$ cat config.mk
export PLATFORM = sky130hd
export DESIGN_NAME = dff_puf_ctrl_flat
export DESIGN_NICKNAME = d
export VERILOG_FILES = /design/src/rtl/dff_puf_pkg.sv /design/src/rtl/dff_puf_ctrl_if.sv /design/src/rtl/puf_majority3.sv /design/src/rtl/dff_puf_ctrl.sv /design/src/flat_wrapper.sv
export SDC_FILE = /design/constraint.sdc
export NUM_CORES = 2
export LEC_CHECK = 0
export BUFFER_PORTS_ARGS = -buffer_cell sky130_fd_sc_hd__buf_2
export CAP_MARGIN = 20
export CORE_ASPECT_RATIO = 0.6
export CORE_MARGIN = 2
export CORE_UTILIZATION = 56
export CTS_CLUSTER_SIZE = 25
export DETAILED_ROUTE_END_ITERATION = 10
export PLACE_DENSITY = 0.77
export SLEW_MARGIN = 40
export SYNTH_ARGS = -nofsm -noshare
export SYNTH_HDL_FRONTEND = slang
export SYNTH_SLANG_ARGS = --single-unit
$ cat constraint.sdc
create_clock -name wb_clk_i -period 7.3 [get_ports wb_clk_i]
set_clock_uncertainty 0.2 [all_clocks]
set_input_delay 1.095 -clock wb_clk_i [delete_from_list [all_inputs] [get_ports wb_clk_i]]
set_output_delay 1.095 -clock wb_clk_i [all_outputs]
set_load 0.05 [all_outputs]
$ cat src/rtl/dff_puf_pkg.sv
// Shared register map, bit positions and FSM encoding for the DFF PUF controller.
// Pure definitions; no timing or flow control of its own.
package dff_puf_pkg;

  localparam logic [7:0] ADDR_CTRL   = 8'h00;
  localparam logic [7:0] ADDR_STATUS = 8'h01;
  localparam logic [7:0] ADDR_SETTLE = 8'h02;
  localparam logic [7:0] ADDR_GAP    = 8'h03;
  localparam logic [7:0] ADDR_RESP   = 8'h10;
  localparam logic [7:0] ADDR_MASK   = 8'h20;

  localparam int CTRL_START   = 0;
  localparam int CTRL_CLEAR   = 1;
  localparam int CTRL_IRQ_EN  = 2;
  localparam int STAT_BUSY    = 0;
  localparam int STAT_DONE    = 1;
  localparam int STAT_CNT_LSB = 16;

  localparam int UCNT_W = 10;

  typedef enum logic [2:0] {
    ST_IDLE,
    ST_SETTLE,
    ST_SAMP0,
    ST_SAMP1,
    ST_SAMP2,
    ST_VOTE
  } state_e;

  // Byte-lane merge of a 16-bit register; only lanes 0 and 1 exist.
  function automatic logic [15:0] merge16(input logic [15:0] cur,
                                          input logic [31:0] din,
                                          input logic [3:0]  we);
    merge16 = cur;
    if (we[0]) merge16[7:0]  = din[7:0];
    if (we[1]) merge16[15:8] = din[15:8];
  endfunction

endpackage

$ cat src/rtl/dff_puf_ctrl_if.sv
// Word-addressed memory bus from the Wishbone bridge: EN/WE/Di/A in, Do out.
// Reads return one cycle after EN; there is no backpressure on this bus.
interface dff_puf_ctrl_if;
  logic        EN;
  logic [3:0]  WE;
  logic [31:0] Di;
  logic [7:0]  A;
  logic [31:0] Do;

  modport master (output EN, output WE, output Di, output A, input Do);
  modport slave  (input EN, input WE, input Di, input A, output Do);
endinterface

$ cat src/rtl/puf_majority3.sv
// Bitwise 2-of-3 vote over three PUF samples, instability mask and its popcount.
// Purely combinational; no handshake.
module puf_majority3
  import dff_puf_pkg::*;
#(
  parameter int PUF_BITS = 128
) (
  input  logic [PUF_BITS-1:0] s0_i,
  input  logic [PUF_BITS-1:0] s1_i,
  input  logic [PUF_BITS-1:0] s2_i,
  output logic [PUF_BITS-1:0] resp_o,
  output logic [PUF_BITS-1:0] mask_o,
  output logic [UCNT_W-1:0]   popcount_o
);

  assign resp_o = (s0_i & s1_i) | (s1_i & s2_i) | (s0_i & s2_i);
  assign mask_o = (s0_i ^ s1_i) | (s1_i ^ s2_i);

  always_comb begin
    popcount_o = '0;
    for (int i = 0; i < PUF_BITS; i++) begin
      popcount_o = popcount_o + UCNT_W'(mask_o[i]);
    end
  end

endmodule

$ cat src/rtl/dff_puf_ctrl.sv
// DFF PUF controller: CSR file plus settle/sample x3/vote sequencer behind the bridge bus.
// Reads have 1-cycle latency; the bus is never stalled, START while busy is dropped.
module dff_puf_ctrl
  import dff_puf_pkg::*;
#(
  parameter int PUF_BITS   = 128,
  parameter int SETTLE_RST = 16,
  parameter int GAP_RST    = 4
) (
  input  logic                wb_clk_i,
  input  logic                wb_rst_i,
  dff_puf_ctrl_if.slave       bus,
  output logic                puf_en,
  input  logic [PUF_BITS-1:0] puf_raw,
  output logic                irq
);

  localparam int WORDS = PUF_BITS / 32;

  state_e                state_q, state_d;
  logic [15:0]           cnt_q, cnt_d;
  logic [15:0]           settle_q, settle_d;
  logic [15:0]           gap_q, gap_d;
  logic                  puf_en_q, puf_en_d;
  logic                  irq_en_q, irq_en_d;
  logic                  done_q, done_d;
  logic [PUF_BITS-1:0]   s0_q, s0_d, s1_q, s1_d, s2_q, s2_d;
  logic [PUF_BITS-1:0]   resp_q, resp_d, mask_q, mask_d;
  logic [UCNT_W-1:0]     ucnt_q, ucnt_d;
  logic [31:0]           rdata_q, rdata_d;

  logic [PUF_BITS-1:0]   vote_resp, vote_mask;
  logic [UCNT_W-1:0]     vote_cnt;
  logic                  wr, rd, ctrl_wr, busy, start, clear;

  puf_majority3 #(.PUF_BITS(PUF_BITS)) u_vote (
    .s0_i       (s0_q),
    .s1_i       (s1_q),
    .s2_i       (s2_q),
    .resp_o     (vote_resp),
    .mask_o     (vote_mask),
    .popcount_o (vote_cnt)
  );

  assign wr      = bus.EN && (bus.WE != 4'b0000);
  assign rd      = bus.EN && (bus.WE == 4'b0000);
  assign ctrl_wr = wr && (bus.A == ADDR_CTRL) && bus.WE[0];
  assign busy    = (state_q != ST_IDLE);
  assign start   = ctrl_wr && bus.Di[CTRL_START];
  assign clear   = ctrl_wr && bus.Di[CTRL_CLEAR];

  always_comb begin
    state_d  = state_q;
    cnt_d    = cnt_q;
    settle_d = settle_q;
    gap_d    = gap_q;
    puf_en_d = puf_en_q;
    irq_en_d = irq_en_q;
    done_d   = done_q;
    s0_d     = s0_q;
    s1_d     = s1_q;
    s2_d     = s2_q;
    resp_d   = resp_q;
    mask_d   = mask_q;
    ucnt_d   = ucnt_q;

    if (wr && bus.A == ADDR_SETTLE) settle_d = merge16(settle_q, bus.Di, bus.WE);
    if (wr && bus.A == ADDR_GAP)    gap_d    = merge16(gap_q, bus.Di, bus.WE);
    if (ctrl_wr) irq_en_d = bus.Di[CTRL_IRQ_EN];
    if (wr && bus.A == ADDR_STATUS && bus.WE[0] && bus.Di[STAT_DONE]) done_d = 1'b0;

    if (clear && !busy) begin
      resp_d = '0;
      mask_d = '0;
      ucnt_d = '0;
      done_d = 1'b0;
    end

    // Each wait state captures on the edge its counter is already zero.
    case (state_q)
      ST_IDLE: begin
        if (start) begin
          state_d  = ST_SETTLE;
          cnt_d    = settle_q;
          puf_en_d = 1'b1;
        end
      end
      ST_SETTLE: begin
        if (cnt_q == 16'd0) begin
          s0_d    = puf_raw;
          cnt_d   = gap_q;
          state_d = ST_SAMP1;
        end else begin
          cnt_d = cnt_q - 16'd1;
        end
      end
      ST_SAMP1: begin
        if (cnt_q == 16'd0) begin
          s1_d    = puf_raw;
          cnt_d   = gap_q;
          state_d = ST_SAMP2;
        end else begin
          cnt_d = cnt_q - 16'd1;
        end
      end
      ST_SAMP2: begin
        if (cnt_q == 16'd0) begin
          s2_d     = puf_raw;
          puf_en_d = 1'b0;
          state_d  = ST_VOTE;
        end else begin
          cnt_d = cnt_q - 16'd1;
        end
      end
      ST_VOTE: begin
        resp_d  = vote_resp;
        mask_d  = vote_mask;
        ucnt_d  = vote_cnt;
        done_d  = 1'b1;
        state_d = ST_IDLE;
      end
      default: begin
        puf_en_d = 1'b0;
        state_d  = ST_IDLE;
      end
    endcase
  end

  always_comb begin
    rdata_d = rdata_q;
    if (rd) begin
      rdata_d = '0;
      case (bus.A)
        ADDR_CTRL:   rdata_d[CTRL_IRQ_EN] = irq_en_q;
        ADDR_STATUS: begin
          rdata_d[STAT_BUSY]                  = busy;
          rdata_d[STAT_DONE]                  = done_q;
          rdata_d[STAT_CNT_LSB +: UCNT_W]     = ucnt_q;
        end
        ADDR_SETTLE: rdata_d[15:0] = settle_q;
        ADDR_GAP:    rdata_d[15:0] = gap_q;
        default:     rdata_d = '0;
      endcase
      for (int w = 0; w < WORDS; w++) begin
        if (bus.A == ADDR_RESP + 8'(w)) rdata_d = resp_q[32*w +: 32];
        if (bus.A == ADDR_MASK + 8'(w)) rdata_d = mask_q[32*w +: 32];
      end
    end
  end

  always_ff @(posedge wb_clk_i) begin
    if (wb_rst_i) begin
      state_q  <= ST_IDLE;
      cnt_q    <= '0;
      settle_q <= 16'(SETTLE_RST);
      gap_q    <= 16'(GAP_RST);
      puf_en_q <= 1'b0;
      irq_en_q <= 1'b0;
      done_q   <= 1'b0;
      s0_q     <= '0;
      s1_q     <= '0;
      s2_q     <= '0;
      resp_q   <= '0;
      mask_q   <= '0;
      ucnt_q   <= '0;
      rdata_q  <= '0;
    end else begin
      state_q  <= state_d;
      cnt_q    <= cnt_d;
      settle_q <= settle_d;
      gap_q    <= gap_d;
      puf_en_q <= puf_en_d;
      irq_en_q <= irq_en_d;
      done_q   <= done_d;
      s0_q     <= s0_d;
      s1_q     <= s1_d;
      s2_q     <= s2_d;
      resp_q   <= resp_d;
      mask_q   <= mask_d;
      ucnt_q   <= ucnt_d;
      rdata_q  <= rdata_d;
    end
  end

  assign bus.Do = rdata_q;
  assign puf_en = puf_en_q;
  assign irq    = done_q & irq_en_q;

endmodule

$ cat src/flat_wrapper.sv
// flat-port wrapper written by rule: the top's interface ports become plain ports
module dff_puf_ctrl_flat import dff_puf_pkg::*;
#(
  parameter int PUF_BITS   = 128,
  parameter int SETTLE_RST = 16,
  parameter int GAP_RST    = 4
)
  (wb_clk_i, wb_rst_i, puf_en, puf_raw, irq, bus_EN, bus_WE, bus_Di, bus_A, bus_Do);
  dff_puf_ctrl_if bus_i ();
  input  logic wb_clk_i;
  input  logic wb_rst_i;
  output logic puf_en;
  input  logic [PUF_BITS-1:0] puf_raw;
  output logic irq;
  input wire logic [$bits(bus_i.EN)-1:0] bus_EN;
  input wire logic [$bits(bus_i.WE)-1:0] bus_WE;
  input wire logic [$bits(bus_i.Di)-1:0] bus_Di;
  input wire logic [$bits(bus_i.A)-1:0] bus_A;
  output wire logic [$bits(bus_i.Do)-1:0] bus_Do;
  assign bus_i.EN = bus_EN;
  assign bus_i.WE = bus_WE;
  assign bus_i.Di = bus_Di;
  assign bus_i.A = bus_A;
  assign bus_Do = bus_i.Do;
  dff_puf_ctrl #(.PUF_BITS(PUF_BITS), .SETTLE_RST(SETTLE_RST), .GAP_RST(GAP_RST)) u_core (.wb_clk_i(wb_clk_i), .wb_rst_i(wb_rst_i), .bus(bus_i), .puf_en(puf_en), .puf_raw(puf_raw), .irq(irq));
endmodule
==> reports/metrics.cfg <==
[power]
p_comb_share_pct = 3.3
p_int_w = 0.006300
p_leak_nw = 16.92
power.switching_w = 0.001885
power.share.clock_pct = 47.9
ir_drop_mv = 0.1815
powerDensity_nw_per_um2 = 193.9
p_sw_share_pct = 23.03
seqPwrFrac_pct = 48.9

[setup_path]
cp_max_fo = 3
crit_path_end_kind = register
worstReg2RegStart = u_core.s1_q[81]$_SDFFE_PP0P_
r2r_cells = 24
critPathLaunchType = register
crit_type = reg -> reg
required_ns = 7.67
regToRegSetupSlack_ns = -0.61
critPathArrivalTime_ns = 8.28
rr_endpoint = u_core.ucnt_q[4]$_SDFFE_PP0P_

[clock_network]
htreeDepth = 3
cts_root_buf = clkbuf_16
clk_latency_ns = 0.64
cts_tree = built
cts_sinks = 734
cts_buffer_depth = 3
numCtsBuffers = 69
cts.reportedPaths.clkPinSlew_ns = 0.07

[synthesis]
synthMuxAreaShare_pct = 1.491
ys_types = 76
synth.top_cell.area_share_pct = 39.71
syn_inst = 4433
synth_top_area_cell = dfxtp_1
synthXorXnorAreaFrac_pct = 0.1420
seq_area_frac_synth_pct = 39.71
avgSynthCellArea_um2 = 8.348
synth_edf_count = 0
synth_common_cells = nand2_1, dfxtp_1, a21oi_1
synth-async-reset-ratio_pct = 0
synth_area_um2 = 37010
synth_fp_nets = 5006
yosys.area_share.adder_pct = 15.79
ys.flop_type = dfxtp_1
synth_compound_area_share_pct = 19.57
synth.most_common_cell = nand2_1
ys_warn_count = 0
post_synth_and_or_nand_nor_area_fraction_pct = 18.43
synth_top_family_by_area = compound AO/OA/AOI/OAI gates
ys_top_cells_by_area = dfxtp_1, a21oi_1, ha_1
synth-seq-cells = 734

[outcome]
status = finished with violations
violations = setup timing

[placed_design]
pre_cts_ws_ns = -0.6494
dp_hpwl_um = 88810
numPortBuffers = 192
placedInstanceArea_um2 = 39180
place.gp.congestion = 1.066

[cells_and_area]
fillCellCount = 5438
area_growth_pct = 14.10
fin_area_um2 = 42220
drive_gt1_share_pct = 15.41
finish.net_count = 5119

[sta]
tightestPinTransition_ns = 0.9494
fin_ws_ns = -0.6141
whs_ns = 0.2656
max_freq_mhz = 126.4
slew_viol_final = 0
max-slew-margin-rel_pct = 36.51
fin_crit_sh_pct = 108.4
setup_viol = 7
setup_tns_ns = -2.849
min_period_ns = 7.914
grt_setup_unrepaired = yes
hold_viol = 0

[floorplanning]
fp.dieW_um = 335.9
start_util_pct = 57.05
dieArea_um2 = 68220
rows = 72
die_h_um = 203.1
io_pins = 209
core_um2 = 64860

[global_route]
grt_pass1_wl_um = 194200
antenna_found_initial = 15
grt_pass1_vias = 31980
gr-total-overflow = 0
grt_max_degree = 191
gr-usage-all-layers_pct = 37.13

[job]
drv_cap = 0

[routing]
dr_total_vias = 34770
first_pass_iters = 9
wl_um = 129600
drt-initial-drc-count = 4907
drtAntennaViolNets = 0
drc_errors = 0
vias_per_cell = 6.363
wl_per_cell_um = 23.71

[min_path]
hold_start = u_core.mask_q[114]$_SDFFE_PP0P_
holdPathEnd = u_core.mask_q[114]$_SDFFE_PP0P_
hold_class = reg -> reg
hold_depth = 2

## placed cells by master (no fill, tap or decap), types with 37 or more instances in the layout
cell type / n
a2111oi_0: 126
a21oi_1: 711
a22oi_1: 37
a31oi_1: 49
buf_2: 190
buf_4: 158
clkbuf_16: 72
dfxtp_1: 696
fa_1: 103
ha_1: 263
inv_1: 99
mux2i_1: 54
nand2_1: 935
nand3_1: 99
nor2_1: 236
nor3_1: 150
o21ai_0: 94
or2_2: 57
## metal layers
metal	part of all wire (%)	track usage, %	wire length (um)
met5	0.018	0	23
met4	3.7	12.94	4822
met3	14	12.24	17960
met2	41	52.33	52910
met1	42	52.85	53850
## metrics by stage
step | std cells | utilization [%] | total power [W]
2_1_floorplan | 4433 | - | 0.004223
3_3_place_gp | 5316 | 60.29 | 0.004346
3_5_place_dp | 5317 | 60.41 | 0.004347
4_1_cts | 5449 | 64.74 | 0.008163
5_1_grt | 5461 | 65.08 | 0.008361
6_report | 5464 | 65.10 | 0.008185
## worst max-delay path by stage
stage                                   from                       endpoint  slack [ns]  cells after the start
2_1_floorplan  u_core.s2_q[117]$_SDFFE_PP0P_  u_core.ucnt_q[6]$_SDFFE_PP0P_       -0.14                     26
3_3_place_gp   u_core.s2_q[113]$_SDFFE_PP0P_  u_core.ucnt_q[6]$_SDFFE_PP0P_       -0.55                     26
3_5_place_dp    u_core.s1_q[95]$_SDFFE_PP0P_  u_core.ucnt_q[7]$_SDFFE_PP0P_       -0.65                     24
4_1_cts         u_core.s0_q[19]$_SDFFE_PP0P_  u_core.ucnt_q[6]$_SDFFE_PP0P_       -0.53                     24
5_1_grt         u_core.s1_q[97]$_SDFFE_PP0P_  u_core.ucnt_q[4]$_SDFFE_PP0P_       -0.77                     26
6_report        u_core.s1_q[81]$_SDFFE_PP0P_  u_core.ucnt_q[4]$_SDFFE_PP0P_       -0.61                     24
## power groups by stage
stage               registers, W  clock network (W)  logic (W)
detailed placement       0.00410                  0   0.000251
global route             0.00400            0.00408   0.000279
CTS                      0.00400            0.00391   0.000253
finish                   0.00400            0.00392   0.000267
global placement         0.00410                  0   0.000250
floorplan                0.00410                  0   0.000125
## registers in the layout, summed over array words and instances (netlist names)
name	count
u_core.mask_q	128
u_core.resp_q	128
u_core.s0_q	128
u_core.s1_q	128
u_core.s2_q	128
u_core.bus.Do	32
u_core.cnt_q	16
u_core.gap_q	16
u_core.settle_q	16
u_core.ucnt_q	8
u_core.state_q	3
u_core.done_q	1
u_core.irq_en_q	1
u_core.puf_en	1
## repair_timing
item	in CTS	in global routing
buffers inserted	5	2
hold buffers	0	0
setup endpoints to repair	7	7
gates resized for setup	97	25
pin swaps	69	29
## cells by family after synthesis
kind of cell,after synthesis
simple gates,1591
compound gates,1214
flops,734
buf+inv,435
fa+ha+maj,398
mux,55
xor+xnor,6
## worst max-delay path: stages, from the launching register on
cell	delay, ns
dfxtp_2	0.33
ha_1	0.28
or2_4	0.26
fa_1	0.60
fa_1	0.47
fa_2	0.53
inv_1	0.07
fa_1	0.50
fa_2	0.61
inv_2	0.05
fa_2	0.53
fa_1	0.47
fa_2	0.48
fa_1	0.51
inv_1	0.05
fa_1	0.49
inv_2	0.05
ha_4	0.16
fa_2	0.33
a21o_1	0.22
a21oi_2	0.15
buf_4	0.14
xnor2_2	0.10
nand2_1	0.06
a21oi_1	0.17
## cell type report
cell class | instances | area, um2 | area share [%]
Clock buffer | 101 | 2071 | 4.904
Sequential cell | 734 | 14760 | 34.96
Antenna cell | 11 | 27.53 | 0.06519
Clock inverter | 26 | 340.3 | 0.8060
Inverter | 110 | 412.9 | 0.9779
Multi-Input combinational cell | 3264 | 21100 | 49.96
Timing Repair Buffer | 367 | 2449 | 5.799
Tap cell | 851 | 1065 | 2.522
(Power assumes the default switching activity.)
